File: src/rtl/oam_dma_ctrl.sv
// ---------------------------------------------------------------------------
// oam_dma_ctrl
//
// Sprite-DMA bus controller sitting between the 6502 core and the shared
// system bus. A CPU write to DMA_REG_ADDR stalls the CPU (cpu_rdy low) and
// hands the bus to this block. The block then copies XFER_LEN bytes from
// page {written_data, 8'h00} to OAM_DATA_ADDR as alternating read/write
// cycles. While idle, CPU bus signals pass straight through to the bus.
//
// Parameters:
//   DMA_REG_ADDR   address whose CPU write starts a transfer
//   OAM_DATA_ADDR  destination port, written once per byte
//   XFER_LEN       bytes per transfer, legal range 1..256
//
// Ports:
//   clk_ph1   in   system clock, all state updates on the rising edge
//   rst       in   asynchronous reset, active-high
//   cpu_addr  in   CPU address bus
//   cpu_dout  in   CPU write data
//   cpu_we    in   CPU write strobe for the current cycle
//   bus_din   in   read data returned from the system bus
//   bus_addr  out  system bus address
//   bus_dout  out  system bus write data
//   bus_we    out  system bus write strobe
//   cpu_rdy   out  low while the DMA owns the bus (CPU stalled)
//   dma_busy  out  high from the cycle after the trigger until completion
//   dma_done  out  (only with OAM_DMA_DONE_PULSE_EN) one-cycle pulse in the
//                  first idle cycle after the final write
//
// Build option:
//   OAM_DMA_DONE_PULSE_EN  when defined, adds the dma_done output.
// ---------------------------------------------------------------------------
module oam_dma_ctrl #(
    parameter logic [15:0] DMA_REG_ADDR  = 16'h4014,
    parameter logic [15:0] OAM_DATA_ADDR = 16'h2004,
    parameter int          XFER_LEN      = 256
) (
    input  logic        clk_ph1,
    input  logic        rst,
    input  logic [15:0] cpu_addr,
    input  logic [7:0]  cpu_dout,
    input  logic        cpu_we,
    input  logic [7:0]  bus_din,
    output logic [15:0] bus_addr,
    output logic [7:0]  bus_dout,
    output logic        bus_we,
    output logic        cpu_rdy,
    output logic        dma_busy
`ifdef OAM_DMA_DONE_PULSE_EN
    ,
    output logic        dma_done
`endif
);

    typedef enum logic [2:0] {
        ST_IDLE,
        ST_HALT,
        ST_ALIGN,
        ST_READ,
        ST_WRITE
    } state_e;

    localparam logic [8:0] LAST_IDX = 9'(XFER_LEN - 1);

    state_e      state_q, state_d;
    logic [7:0]  page_q,  page_d;
    logic [8:0]  idx_q,   idx_d;
    logic [7:0]  data_q,  data_d;
    logic        parity_q;
    logic        cpu_rdy_q;
    logic        dma_busy_q;
`ifdef OAM_DMA_DONE_PULSE_EN
    logic        done_q, done_d;
`endif

    logic trigger;
    logic last_byte;

    assign trigger   = cpu_we && (cpu_addr == DMA_REG_ADDR);
    assign last_byte = (idx_q == LAST_IDX);

    // Next-state logic.
    // NOTE: every signal gets its hold value first, so no path through the
    // case can leave one unassigned and infer a latch.
    always_comb begin
        state_d = state_q;
        page_d  = page_q;
        idx_d   = idx_q;
        data_d  = data_q;
`ifdef OAM_DMA_DONE_PULSE_EN
        done_d  = 1'b0;
`endif
        case (state_q)
            ST_IDLE: begin
                // Writes to the DMA register are only honoured here, so a
                // write while busy can neither retrigger nor change the page.
                if (trigger) begin
                    page_d  = cpu_dout;
                    state_d = ST_HALT;
                end
            end
            ST_HALT: begin
                // parity_q is the current cycle; the next cycle is even
                // exactly when the current one is odd.
                state_d = parity_q ? ST_READ : ST_ALIGN;
            end
            ST_ALIGN: begin
                state_d = ST_READ;
            end
            ST_READ: begin
                data_d  = bus_din;
                state_d = ST_WRITE;
            end
            ST_WRITE: begin
                if (last_byte) begin
                    idx_d   = '0;
                    state_d = ST_IDLE;
`ifdef OAM_DMA_DONE_PULSE_EN
                    done_d  = 1'b1;
`endif
                end else begin
                    idx_d   = idx_q + 9'd1;
                    state_d = ST_READ;
                end
            end
            default: begin
                state_d = ST_IDLE;
            end
        endcase
    end

    // Bus ownership mux: transparent when idle, DMA-driven otherwise.
    always_comb begin
        bus_addr = cpu_addr;
        bus_dout = cpu_dout;
        bus_we   = cpu_we;
        case (state_q)
            ST_IDLE: begin
                bus_addr = cpu_addr;
                bus_dout = cpu_dout;
                bus_we   = cpu_we;
            end
            ST_READ: begin
                // Only the low 8 index bits address the source, so the
                // read wraps within the page rather than crossing it.
                bus_addr = {page_q, idx_q[7:0]};
                bus_dout = data_q;
                bus_we   = 1'b0;
            end
            ST_WRITE: begin
                bus_addr = OAM_DATA_ADDR;
                bus_dout = data_q;
                bus_we   = 1'b1;
            end
            default: begin
                // HALT and ALIGN: dummy read at the CPU's current address.
                bus_addr = cpu_addr;
                bus_dout = data_q;
                bus_we   = 1'b0;
            end
        endcase
    end

    // State and registered status outputs. cpu_rdy/dma_busy are derived
    // from the next state so they line up with the state they describe.
    // NOTE: non-blocking assignments keep every register sampling the
    // pre-edge values, independent of statement order.
    always_ff @(posedge clk_ph1 or posedge rst) begin
        if (rst) begin
            state_q    <= ST_IDLE;
            page_q     <= '0;
            idx_q      <= '0;
            data_q     <= '0;
            parity_q   <= 1'b0;
            cpu_rdy_q  <= 1'b1;
            dma_busy_q <= 1'b0;
`ifdef OAM_DMA_DONE_PULSE_EN
            done_q     <= 1'b0;
`endif
        end else begin
            state_q    <= state_d;
            page_q     <= page_d;
            idx_q      <= idx_d;
            data_q     <= data_d;
            parity_q   <= ~parity_q;
            cpu_rdy_q  <= (state_d == ST_IDLE);
            dma_busy_q <= (state_d != ST_IDLE);
`ifdef OAM_DMA_DONE_PULSE_EN
            done_q     <= done_d;
`endif
        end
    end

    assign cpu_rdy  = cpu_rdy_q;
    assign dma_busy = dma_busy_q;
`ifdef OAM_DMA_DONE_PULSE_EN
    assign dma_done = done_q;
`endif

endmodule
File: config.mk
export PLATFORM = sky130hd
export DESIGN_NAME = oam_dma_ctrl
export DESIGN_NICKNAME = d
export VERILOG_FILES = /design/src/rtl/oam_dma_ctrl.sv
export SDC_FILE = /design/constraint.sdc
export NUM_CORES = 1
export LEC_CHECK = 0
export ABC_AREA = 1
export BUFFER_PORTS_ARGS = -buffer_cell sky130_fd_sc_hd__buf_2
export CAP_MARGIN = 25
export CORE_MARGIN = 2
export CORE_UTILIZATION = 49
export CTS_CLUSTER_SIZE = 16
export DETAILED_ROUTE_END_ITERATION = 7
export HOLD_SLACK_MARGIN = 0.1
export PLACE_DENSITY = 0.79
export SYNTH_ARGS = -nofsm -noshare
export SYNTH_HDL_FRONTEND = slang
export SYNTH_SLANG_ARGS = --single-unit
File: constraint.sdc
create_clock -name clk_ph1 -period 1.5 [get_ports clk_ph1]
set_input_delay 0.3 -clock clk_ph1 [delete_from_list [all_inputs] [get_ports clk_ph1]]
set_output_delay 0.3 -clock clk_ph1 [all_outputs]
set_load 0.005 [all_outputs]
## Word-level counts from Yosys, hierarchy flattened

Cells that the tools add are included.

| operators by class | value |
|---|---|
| $add $sub $neg | 1 |
| multipliers | 0 |
| div/mod/pow operators | 0 |
| magnitude comparators | 0 |
| equal/unequal tests | 6 |
| shift-type cells | 0 |
| muxes and demuxes | 8 |
| bitwise gates (word level) | 1 |
| reductions and logical operators | 5 |

Operators with widths:

| cell | number |
|---|---|
| 16-bit case mux with 2 select lines | 1 |
| 16-bit by 15-bit equality test with 1-bit output (second input constant) | 1 |
| 3-bit case mux with 5 select lines | 1 |
| 9-bit by 1-bit adder with 9-bit output (second input constant) | 1 |
| 9-bit by 8-bit equality test with 1-bit output (second input constant) | 1 |
| 9-bit 2-to-1 mux | 1 |
| 8-bit 2-to-1 mux | 1 |
| 3-bit by 2-bit equality test with 1-bit output (second input constant) | 2 |
| 3-bit logical NOT | 2 |
| 3-bit by 1-bit equality test with 1-bit output (second input constant) | 1 |
| 3-bit equality test (second input constant) | 1 |
| 3-bit 2-to-1 mux | 1 |
| 3-bit nonzero test | 1 |
| 2-bit 2-to-1 mux | 1 |
| 1-bit case mux with 2 select lines | 1 |
| 2-bit AND reduction | 1 |
| 1-bit logical AND | 1 |
| 1-bit 2-to-1 mux | 1 |
| 1-bit NOT | 1 |

| storage, ports and cells | value |
|---|---|
| register bits | 31 |
| latch bits | 0 |
| bits in writable memories | 0 |
| bits in read-only memories | 0 |
| input bits | 35 |
| logic and storage cells | 28 |
| memories | 0 |

## Logic depth before layout (Yosys ltp)

Gate-level depths: netlist of run 1.

| depth | value |
|---|---|
| word-level depth | 5 |
| mapped depth | 8 |
| mapped depth without buffers | 7 |

## Worst setup path after synthesis of run 1

No wires, ideal clock.

| timing | value |
|---|---|
| kind | register to output |
| start | register state_q[0] |
| end | output port bus_addr[14] |
| data arrival time | 1.098 ns |
| required time | 1.200 ns |
| path slack | 0.102 ns |
| stages on the path, launching flop included | 7 |
| buffers on the path | 2 |
| cells stage by stage | dfrtp_1 -> nor2_4 -> nand2_1 -> buf_4 -> buf_4 -> nand3_1 -> nand2_1 |

| between the ends | value |
|---|---|
| word-level cells in the longest chain between the ends | 2 |

Ends and longest elaborated chain:

| item | line | RTL |
|---|---|---|
| start: declaration | 65 | `state_e state_q, state_d;` |
| start signal: assignment | 181 | `state_q <= state_d;` |
| 3-bit equality test / 3-bit by 2-bit equality test with 1-bit output (equally long branches) | 137 | `case (state_q)` |
| 16-bit case mux with 2 select lines (*) | 137 |  |
| end: declaration | 44 | `output logic [15:0] bus_addr,` |

Mark *: on every way between the ends. The rest lies on a longest branch, timed or not.

## Worst setup path after layout of run 1

| timing | value |
|---|---|
| start | register state_q[1] |
| end | output port bus_dout[0] |

| between the ends | value |
|---|---|
| word-level cells in the longest chain between the ends | 2 |

Ends and longest elaborated chain:

| item | line | RTL |
|---|---|---|
| 3-bit logical NOT | 137 |  |
| 8-bit 2-to-1 mux | 137 |  |
| end: declaration | 45 | `output logic [7:0] bus_dout,` |

No other way between the ends.

==> results.yml, run 1 <==
sta:
  fin_crit_sh_pct: 119
  setup_viol: 44
  skew_ns: 0.0103
  fmax_mhz: 559
  finalHoldViolations: 0
  slew_viol_final: 0
  fin_crit_ns: 1.79
  layout_setup_ws_ns: -0.290
  rsz0062_at_grt: "yes"
  max_slew.worst_pin.slew_ns: 0.813
  slew_headroom_pct: 45.6
critical_path:
  worstSetupPathType: "reg -> out"
  crit_start: "state_q[1]"
  path_max_fanout: 9
  endpoint_kind: "output port"
  max_stage_delay_ns: 0.46
  path_cells: "nor2_4, buf_6, nand2_8, nand2_1, o21ai_2, buf_2"
  reg2reg_slack_ns: -0.20
  r2r_end: "page_q[1]"
  r2r-start: "state_q[1]"
  critPathSlowestCell: "dfrtp_2"
  ff2ff_path_depth: 8
  crit_required_ns: 1.20
  crit_arrival_ns: 1.49
  endpoint: "bus_dout[0]"
  start_kind: "register"
power_and_ir_drop:
  p_sw_uw: 374
  pwr-share-clk_pct: 34.6
  p_comb_share_pct: 8.7
  p_per_area_nw_per_um2: 542
  seqPwrFrac_pct: 56.7
  irDropWorstVdd_mv: 0.536
  p_leak_uw: 0.00137
  p_total_uw: 1510
  p_int_uw: 1130
  switching_share_pct: 24.8
yosys:
  async_flop_share_pct: 100
  ys_top_cells_by_area: "dfrtp_1, nand2_1, inv_1, nand3_1, o21ai_0"
  yosysWarningCount: 0
  synth_edf_count: 0
  syn-instance-count: 235
  synth_area_um2: 1760
  syn-num-nets: 271
  synthMostInstantiatedCell: "nand2_1"
  yosys-top-cells-count: "nand2_1, inv_1, dfrtp_1"
  avgSynthCellArea_um2: 7.48
  yosysTopAreaCellShare_pct: 42.7
  ys_seq_elements: 31
  ys.flop_type: "dfrtp_1"
  yosysTopAreaCell: "dfrtp_1"
  seq_area_frac_synth_pct: 44.2
  yosysUniqueCellTypes: 26
place:
  dp_hpwl_um: 3230
  place_congestion: 0.953
  portBuffers: 61
global_routing:
  track_usage_pct: 24.2
  grt_pass1_vias: 1806
  grt_max_degree: 32
  antenna_found_initial: 0
  grt.met1_usage_pct: 30.8
  grt_overflow_total: 0
  met3_usage_pct: 5.63
  grt_pass1_wl_um: 7650
  top_usage_layer: "met2"
  use_met2_pct: 37.8
clocking:
  clk_pin_slew_worst_paths_ns: 0.10
  clockBufferDepth: 2
  cts_tree: "yes"
  clk_latency_ns: 0.34
  cts_made_buffers: 5
  cts_max_level: 2
  clock-sinks: 31
  clockRootBuffer: "clkbuf_4"
die:
  fp.dieArea_um2: 4080
  io-pin-count: 62
  dieHeight_um: 63.9
  coreArea_um2: 3390
  die_w_um: 63.9
  fp-row-count: 21
  initial_core_util_pct: 51.9
layout:
  antennaDiodeCount: 0
  area_delta_synth_final_pct: 58.1
  nFillCells: 205
  layout-drive-gt1-share_pct: 50.3
  utilization_pct: 82.0
  final_nets: 365
route:
  drt_pre_antenna_iters: 4
  routed_wl_um: 5780
  via_count: 1988
  remaining_drc_errors: 0
  drtIter0Drc: 142
  wl_per_cell_um: 15.4
  antenna_left: 0
  drt-vias-per-instance: 5.29
outcome:
  status: "complete, but fails checks"
  violations: "negative setup slack"
run:
  maxCapViolCount: 0
min_path:
  worstHoldPathType: "in -> reg"
-- placed cells by master (no fill, tap or decap), types with 3 or more instances in the layout --
cell type  synthesis  layout
nand2_1           80      64
clkbuf_4           0       5
o21ai_2            8      11
o21ai_1            0      13
dfrtp_1           30      28
nand2_2            2      16
inv_1             32      29
nand3_1           19       3
buf_2              2      61
nor2_1            14      11
nand3_2            1      15
nand2_8            0       3
xor2_1             3       3
buf_6              1       7
buf_4              2      16
nand3_4            1       6
o21ai_0           19       3
nor2_4             2       3
buf_8              0       3
-- critical path: cells and delay by family, from the launching register on --
family	cells	cell delay, ns
compound gates	1	0.05
buf+inv	2	0.28
simple gates	3	0.35
flops	1	0.46
-- flip-flops by register name (all words and copies together), names as in the netlist --
name	count
state_q	3
dma_busy	1
page_q	8
parity_q	1
cpu_rdy	1
data_q	8
idx_q	9
-- final cells by class --
| cell class | instances | area (um2) | area share, % |
|---|---|---|---|
| flip-flops and latches | 31 | 779 | 28.1 |
| inverters | 32 | 135 | 4.86 |
| clock buffers | 7 | 55.1 | 1.98 |
| multi-input cells | 168 | 1120 | 40.2 |
| repair buffers | 91 | 629 | 22.6 |
| clock inverters | 1 | 5.00 | 0.180 |
| well taps | 46 | 57.6 | 2.07 |
-- what timing repair did --
action	CTS	global route
hold buffers	1	0
gates resized for setup	34	62
endpoints found under the setup margin	33	43
cloned	1	5
buffers inserted	4	11
pin swaps	2	13
hold endpoints to repair	30	0
-- cell families after synthesis --
| kind of cell | Yosys count | synth area share [%] |
|---|---|---|
| xor gates and xnor gates | 3 | 1.49 |
| AOI/OAI and AO/OA | 34 | 11.7 |
| and+or+nand+nor | 126 | 32.3 |
| adders and majority gates | 1 | 0.712 |
| buffers and inverters | 40 | 9.54 |
| DFF | 31 | 44.2 |
-- routing by layer --
layer | routed length, um | part of all wire (%)
met1 | 2300 | 40
met2 | 2880 | 50
met3 | 387 | 6.7
met4 | 214 | 3.7
met5 | 0 | 0
-- stage by stage --
stage                     hold WS, ns  worst slack, ns  std cells  setup TNS [ns]  instance area, um2
after floorplan                 0.379            0.102        235               0                1760
after global placement          0.395          0.00284        346               0                2180
after detailed placement        0.394          -0.0109        346         -0.0524                2180
after CTS                       0.140           -0.245        360           -5.35                2380
after global routing            0.136           -0.366        376          -11.70                2780
final                           0.153           -0.290        376           -8.65                2780
-- how the worst min path moves through the flow --
stage               startpoint        end  slack [ns]  cells after the start
floorplan             parity_q   parity_q        0.38                      1
global placement           rst  data_q[1]        0.39                      3
detailed placement         rst  data_q[1]        0.39                      3
CTS                 bus_din[0]  data_q[0]        0.14                      3
global route        bus_din[0]  data_q[0]        0.14                      3
finish              bus_din[0]  data_q[0]        0.15                      3
-- power by group through the flow --
| stage | Sequential, uW | Combinational [uW] | Clock [uW] |
|---|---|---|---|
| 2_1_floorplan | 867 | 49.5 | 0 |
| 3_3_place_gp | 868 | 118 | 0 |
| 3_5_place_dp | 868 | 120 | 0 |
| 4_1_cts | 852 | 126 | 529 |
| 5_1_grt | 855 | 149 | 568 |
| 6_report | 854 | 131 | 521 |
Note: power is estimated with default switching activity, not from simulation.
==> run 2, diff against run 1 <==
--- a/config.mk
+++ b/config.mk
@@ -14,6 +14,7 @@
 export DETAILED_ROUTE_END_ITERATION = 7
 export HOLD_SLACK_MARGIN = 0.1
 export PLACE_DENSITY = 0.79
+export SKIP_LAST_GASP = 1
 export SYNTH_ARGS = -nofsm -noshare
 export SYNTH_HDL_FRONTEND = slang
 export SYNTH_SLANG_ARGS = --single-unit
==> results.yml, run 2 (same netlist as run 1, synthesis figures left out) <==
place:
  dp_hpwl_um: 3230
  place_area_um2: 2180
  portBuffers: 61
  dp.cells: 346
  dp_slack_ns: -0.0109
  place_congestion: 0.953
sta:
  fin_crit_ns: 1.80
  skew_ns: 0.00997
  rsz0062_at_grt: "yes"
  slew_viol_final: 0
  fmax_mhz: 557
  layout_setup_ws_ns: -0.297
  slew_headroom_pct: 49.9
  setup_viol: 32
  finalHoldViolations: 0
  fin_crit_sh_pct: 120
  max_slew.worst_pin.slew_ns: 0.749
clocking:
  clock-sinks: 31
  cts_tree: "yes"
  clockBufferDepth: 2
  cts_made_buffers: 5
  clk_latency_ns: 0.34
  clk_pin_slew_worst_paths_ns: 0.10
  cts_max_level: 2
  clockRootBuffer: "clkbuf_4"
power_and_ir_drop:
  p_total_uw: 1490
  p_per_area_nw_per_um2: 612
  p_comb_share_pct: 8.2
  p_leak_uw: 0.00128
  irDropWorstVdd_mv: 0.546
  p_sw_uw: 362
  pwr-share-clk_pct: 34.6
  switching_share_pct: 24.3
  seqPwrFrac_pct: 57.1
  p_int_uw: 1130
route:
  wl_met2_um: 2270
  routed_wl_um: 4720
  top_layer_used: "met4"
  remaining_drc_errors: 0
  antenna_left: 0
  drt-vias-per-instance: 4.99
  dr_wl_met3_um: 351
  drt-met1-wl_um: 1970
  drt_pre_antenna_iters: 4
  wl_per_cell_um: 12.9
  via_count: 1827
  drtIter0Drc: 78
critical_path:
  start_kind: "register"
  max_stage_delay_ns: 0.40
  crit_arrival_ns: 1.50
  endpoint_kind: "output port"
  critPathBufInv: 2
  path_max_fanout: 3
  critPathSlowestCell: "dfrtp_1"
  crit_required_ns: 1.20
  worstSetupPathType: "reg -> out"
  critPathTopFamily: "flip-flops"
  path_cells: "buf_4, nand2_2, nand2_1, o21ai_0, buf_2"
global_routing:
  grt_overflow_total: 0
  grt_max_degree: 32
  track_usage_pct: 23.6
  grt_pass1_vias: 1739
  antenna_found_initial: 0
  grt_pass1_wl_um: 7460
die:
  coreArea_um2: 3390
  io-pin-count: 62
  fp.dieArea_um2: 4080
  die_w_um: 63.9
  initial_core_util_pct: 51.9
  dieHeight_um: 63.9
  fp-row-count: 21
run:
  maxCapViolCount: 0
layout:
  final_area_um2: 2440
  final_nets: 355
  area_delta_synth_final_pct: 38.8
  layout-drive-gt1-share_pct: 39.4
  top_register: "idx_q"
  antennaDiodeCount: 0
  largest_reg_flops: 9
  utilization_pct: 72.0
  final_cell_mix: "nand2_1, buf_2, inv_1, dfrtp_1, nand3_1"
  finalNonFillerCells: 366
  top_regs: "idx_q: 9 flops, data_q: 8 flops, page_q: 8 flops"
  layout_commonest_cell: "nand2_1"
outcome:
  status: "complete, but fails checks"
  violations: "negative setup slack"
min_path:
  worstHoldPathType: "in -> reg"
## run 2: cell types whose count changed in the layout (fill, tap and decap cells not counted), sizes merged
cell and delta:
buf -7, clkbuf -2, clkinv -1, inv +1, nand2 -1
## run 2: power groups by stage
stage	combinational [uW]	clock, uW	sequential, uW
after floorplan	49.5	0	867
after global placement	118	0	868
after detailed placement	120	0	868
after CTS	123	529	852
after global routing	141	569	853
final	123	517	853
## run 2: metrics by stage
step / setup TNS (ns) / hold WS (ns)
after CTS: -5.58 / 0.140
after detailed placement: -0.0524 / 0.394
final: -5.83 / 0.150
after global placement: 0 / 0.395
after floorplan: 0 / 0.379
after global routing: -8.77 / 0.134
## run 2: path summary, 6_finish.rpt
path / slack (ns) / depth (start not counted) / from / to
max: -0.30 / 5 / state_q[2] / bus_addr[8]
min: 0.15 / 3 / bus_din[0] / data_q[0]
max reg2reg: -0.03 / 7 / state_q[1] / page_q[2]
min reg2reg: 0.41 / 1 / parity_q / parity_q
max in group asynchronous: 0.61 / 4 / rst / cpu_rdy
min in group asynchronous: 0.57 / 4 / rst / page_q[7]
## run 2: worst register-to-register path, delay by kind of cell (launching register included)
kind	cells	cell delay (ns)
and+or+nand+nor	5	0.76
DFF	1	0.46
buffers and inverters	1	0.15
AOI/OAI and AO/OA	1	0.05
## run 2: cell type report
class                   instances  area, um2
clock inverters                 1       5.00
inverters                      32        125
well taps                      46       57.6
flip-flops and latches         31        779
repair buffers                 82        489
clock buffers                   7       55.1
multi-input cells             167        928
fillers                       252        950
## run 2: repair_timing
item | in CTS | in global routing
endpoints found under the setup margin | 33 | 43
resized for setup | 16 | 22
endpoints found under the hold margin | 30 | 0
pin swaps | 2 | 2
hold buffers | 1 | 0
gates cloned | 1 | 2
buffers inserted | 4 | 4
## run 2: routing by layer
| metal | vias up | GRT usage (%) |
|---|---|---|
| li1 | 919 | - |
| met1 | 815 | 31.0 |
| met2 | 81 | 36.6 |
| met3 | 12 | 5.46 |
| met4 | 0 | 11.4 |
| met5 | - | 0 |
